**src/rtl/pp_accum_pkg.sv**
```systemverilog
// Shared types and widths for the partial-product accumulator sequencer.
// The widths are fixed by the customAdder37_14 datapath ports.
package pp_accum_pkg;

  localparam int OP_W  = 23;
  localparam int ACC_W = 37;
  localparam int CNT_W = 14;
  localparam int SUM_W = ACC_W + 1;

  typedef enum logic [1:0] {
    IDLE,
    ACCUM,
    DONE
  } state_t;

endpackage

```
**src/rtl/customAdder37_14.sv**
```systemverilog
// Combinational 37-bit + 23-bit unsigned adder with carry-out in Sum[37].
module customAdder37_14 (
  input  logic [36:0] A,
  input  logic [22:0] B,
  output logic [37:0] Sum
);

  assign Sum = {1'b0, A} + {15'b0, B};

endmodule

```
**src/rtl/pp_accum_ctrl.sv**
```systemverilog
// Accumulates a burst of unsigned partial products into a running sum,
// with a start handshake, an operand stream and a held result port.
module pp_accum_ctrl
  import pp_accum_pkg::*;
(
  input  logic             clk,
  input  logic             rst_n,
  input  logic             start_valid,
  output logic             start_ready,
  input  logic [CNT_W-1:0] start_count,
  input  logic [ACC_W-1:0] start_init,
  input  logic             op_valid,
  output logic             op_ready,
  input  logic [OP_W-1:0]  op_data,
  output logic             res_valid,
  input  logic             res_ready,
  output logic [ACC_W-1:0] res_sum,
  output logic             res_ovf,
  output logic             busy
);

  state_t           state_reg, state_next;
  logic [ACC_W-1:0] acc_reg, acc_next;
  logic [CNT_W-1:0] remaining_reg, remaining_next;
  logic             ovf_reg, ovf_next;
  logic [SUM_W-1:0] adder_sum;

  customAdder37_14 u_adder (
    .A   (acc_reg),
    .B   (op_data),
    .Sum (adder_sum)
  );

  always_ff @(posedge clk or negedge rst_n) begin
    if (!rst_n) begin
      state_reg     <= IDLE;
      acc_reg       <= '0;
      remaining_reg <= '0;
      ovf_reg       <= 1'b0;
    end else begin
      state_reg     <= state_next;
      acc_reg       <= acc_next;
      remaining_reg <= remaining_next;
      ovf_reg       <= ovf_next;
    end
  end

  always_comb begin
    state_next     = state_reg;
    acc_next       = acc_reg;
    remaining_next = remaining_reg;
    ovf_next       = ovf_reg;
    case (state_reg)
      IDLE: begin
        if (start_valid) begin
          acc_next       = start_init;
          remaining_next = start_count;
          ovf_next       = 1'b0;
          state_next     = (start_count == '0) ? DONE : ACCUM;
        end
      end
      ACCUM: begin
        if (op_valid) begin
          acc_next       = adder_sum[ACC_W-1:0];
          ovf_next       = ovf_reg | adder_sum[ACC_W];
          remaining_next = remaining_reg - CNT_W'(1);
          if (remaining_reg == CNT_W'(1)) state_next = DONE;
        end
      end
      DONE: begin
        // acc/ovf are kept so the last result stays visible after hand-off.
        if (res_ready) state_next = IDLE;
      end
      default: state_next = IDLE;
    endcase
  end

  assign start_ready = (state_reg == IDLE);
  assign op_ready    = (state_reg == ACCUM);
  assign res_valid   = (state_reg == DONE);
  assign busy        = (state_reg != IDLE);
  assign res_sum     = acc_reg;
  assign res_ovf     = ovf_reg;

  always_ff @(posedge clk) begin
    if (rst_n) begin
      assert (!(state_reg == ACCUM && remaining_reg == '0));
      assert ($countones({start_ready, op_ready, res_valid}) <= 1);
    end
  end

endmodule

```
**config.mk**
```make
export PLATFORM = sky130hd
export DESIGN_NAME = pp_accum_ctrl
export DESIGN_NICKNAME = d
export VERILOG_FILES = /design/src/rtl/pp_accum_pkg.sv /design/src/rtl/customAdder37_14.sv /design/src/rtl/pp_accum_ctrl.sv
export SDC_FILE = /design/constraint.sdc
export NUM_CORES = 1
export LEC_CHECK = 0
export BUFFER_PORTS_ARGS = -buffer_cell sky130_fd_sc_hd__buf_2
export CAP_MARGIN = 20
export CELL_PAD_IN_SITES_DETAIL_PLACEMENT = 2
export CELL_PAD_IN_SITES_GLOBAL_PLACEMENT = 2
export CORE_ASPECT_RATIO = 0.75
export CORE_MARGIN = 2
export CORE_UTILIZATION = 30
export DETAILED_ROUTE_END_ITERATION = 8
export HOLD_SLACK_MARGIN = 0.02
export MAX_ROUTING_LAYER = met4
export PLACE_DENSITY_LB_ADDON = 0.1
export REMOVE_ABC_BUFFERS = 1
export SLEW_MARGIN = 20
export SYNTH_ARGS = -nofsm -noshare
export SYNTH_HDL_FRONTEND = slang
export SYNTH_SLANG_ARGS = --single-unit
export TNS_END_PERCENT = 5
```
**constraint.sdc**
```tcl
create_clock -name clk -period 3.1 [get_ports clk]
set_input_delay 0.31 -clock clk [delete_from_list [all_inputs] [get_ports clk]]
set_output_delay 0.31 -clock clk [all_outputs]
set_load 0.02 [all_outputs]
```
==> impl_metrics.toml <==
[synthesis]
synth_xor_area_frac = 0.0420
synth_top_family_by_area = "compound AO/OA/AOI/OAI gates"
yosys.area.top_type = "dfrtp_1"
yosysSeqAreaShare = 0.324
syn-instance-count = 514
async_flop_share = 1.00
yosysWarnings = 0
synth_edf_count = 0
synth_seq_cells = 54
synthSimpleGateAreaFrac = 0.229
muxShareOfSynthArea = 0.00240
synth_top_cell_area_share = 0.324
synthAdderAreaFrac = 0.0798
synthFlopType = "dfrtp_1"
avgSynthCellArea_um2 = 8.12
netlist_area_um2 = 4170
ys_types = 58
yosys-top-cells-area = "dfrtp_1 (32%), ha_1 (7.5%), o21ai_0 (6.2%), a21oi_1 (5.9%), nand2_1 (4.3%)"
synth_compound_area_frac = 0.287

[clock_tree]
clock_path_buffers = 2
cts_resized = 0
cts_root_buffer = "clkbuf_16"
cts_setup_buffers = 0
htree_levels = 2
insertion_delay_ns = 0.30
clock_sinks = 54
clk_pin_slew_worst_paths_ns = 0.08
cts_tree = "built"
cts_hold_buf = 0
numCtsBuffers = 5

[timing]
worst_pin_slew_ns = 0.865
fin_ws_ns = 0.219
rsz0062_at_grt = "false"
slew_headroom = 0.422
finalHoldViolCount = 0
holdWs_ns = 0.0639
period_share = 0.929
tns_ns = 0
post-route-min-period_ns = 2.88
fin_skew_ns = 0.00556
setup_viol = 0
report.final.slew_viol_count = 0
fmax_mhz = 347

[routing]
antenna_left = 0
routed_via_density = 5.51
wirelength_mm = 14.9
drtIter0Drc = 113
drc = 7
vias = 4360
route.detailed.wl_per_inst_um = 18.8
drt_pass1_iterations = 9

[floorplanning]
start_util = 0.305
die_x_um = 140
ios = 121
rows = 37
die_area_um2 = 14900
coreArea_um2 = 13700
fp.dieH_um = 106

[setup_path]
end_kind = "flop"
crit_arrival_ns = 3.04
r2r_slack_ns = 0.22
cp_top_family = "compound AO/OA/AOI/OAI gates"
critPathMaxFanout = 7
required_ns = 3.26
r2r-end = "res_sum[26]"
cp_cell_sequence = "ha_1, fa_1, a211oi_2, nor3_2, o41ai_4, o21ai_2, a31o_4, a21oi_4, a21oi_1, a2bb2oi_2"
rr_startpoint = "res_sum[0]"
worst-path-stages = 10
startpoint = "res_sum[0]"
max_stage_delay_ns = 0.44
crit_buf_inv = 0
cp-endpoint = "res_sum[26]"
crit_type = "reg -> reg"
cp-start-kind = "flop"
cpMaxStageDelayCell = "fa_1"
r2r_cells = 10

[place]
portBuffers = 120
hpwlAfterDp_mm = 11.0
post-place-ws_ns = 0.106
finalWeightedCongestion = 0.812
dp.cells = 785
post_dp_cell_area_um2 = 4940

[cells_and_area]
drive_gt1_frac = 0.246
seqCellArea_um2 = 1350
fin_cells = 792
fin_area_um2 = 5080
layout_common_cells = "buf_2 (120), dfrtp_1 (54), o21ai_0 (52), a21oi_1 (49), nand2_1 (48)"
finalCoreUtilization = 0.372
final_nets = 722
largest_reg_flops = 37
area_growth_pct = 21.7
fillers = 1603
multi_input_area_um2 = 2680
layout_commonest_cell = "buf_2"
n_antenna_cell = 0

[power]
power.density_nw_per_um2 = 1150
ir_worst_vdd_mv = 0.331
power.leakage_nw = 2.26
totalPowerFinal_mw = 5.83

[status]
status = "finished, violations left"
violations = "DRC"

[grt]
overflow = 0
gr-usage-all-layers = 0.210
grt_pass1_wl_mm = 24.8
grt_max_degree = 49
antenna_found_initial = 0
grt_pass1_vias = 4839

[flow_run]
cap_viol_max_count = 0

[min_path]
hp-class = "in -> async"
-- Yosys cell counts (13+ instances only) --
cell type and count:
or3_1 13, nor2_1 32, o21ai_0 52, dfrtp_1 54
clkbuf_1 23, ha_1 25, a21oi_1 49, a21o_1 13
nand3_1 24, o22ai_1 21, nand2_1 48
-- cell type report --
cell class,count,area share
clock buffers,6,0.0254
clock inverters,1,0.00148
inverters,9,0.00665
multi-input cells,421,0.528
flip-flops and latches,54,0.266
well taps,175,0.0431
repair buffers,126,0.130
-- layer usage --
layer / vias to the layer above / wire (µm) / global-route usage / part of all wire
met1: 2162 / 7430 / 0.283 / 0.50
met5: - / 0 / - / 0
met2: 68 / 6950 / 0.347 / 0.47
li1: 2122 / - / - / -
met3: 8 / 431 / 0.0284 / 0.029
met4: 0 / 69 / 0.0303 / 0.0046
-- how the worst min path moves through the flow --
stage                     startpoint                to  slack (ns)
final                          rst_n       res_sum[15]        0.06
after global routing           rst_n       res_sum[24]        0.12
after CTS                      rst_n       res_sum[15]         0.1
after detailed placement       rst_n       res_sum[15]        0.42
after global placement         rst_n       res_sum[15]        0.43
after floorplan                rst_n  remaining_reg[0]        0.01
-- worst register-to-register path, stage by stage, from the launching register on --
cell and delay [ns]:
dfrtp_1 0.39, ha_1 0.23, fa_1 0.44, a211oi_2 0.27, nor3_2 0.10, o41ai_4 0.33
o21ai_2 0.15, a31o_4 0.30, a21oi_4 0.24, a21oi_1 0.12, a2bb2oi_2 0.17
-- logic make-up (layout without fill, tap and decap cells) --
| group | count (synthesis) | count (layout) |
|---|---|---|
| compound gates | 187 | 187 |
| simple gates | 187 | 187 |
| flops | 54 | 54 |
| buf+inv | 39 | 142 |
| fa+ha+maj | 26 | 26 |
| xor+xnor | 20 | 20 |
| mux | 1 | 1 |
-- report_power, final --
part	total (mW)	switching [mW]	internal, mW
Clock	0.577	0.280	0.297
Combinational	3.79	2.36	1.43
Sequential	1.46	0.397	1.06
Total	5.83	3.04	2.79
Note: power is estimated with default switching activity, not from simulation.
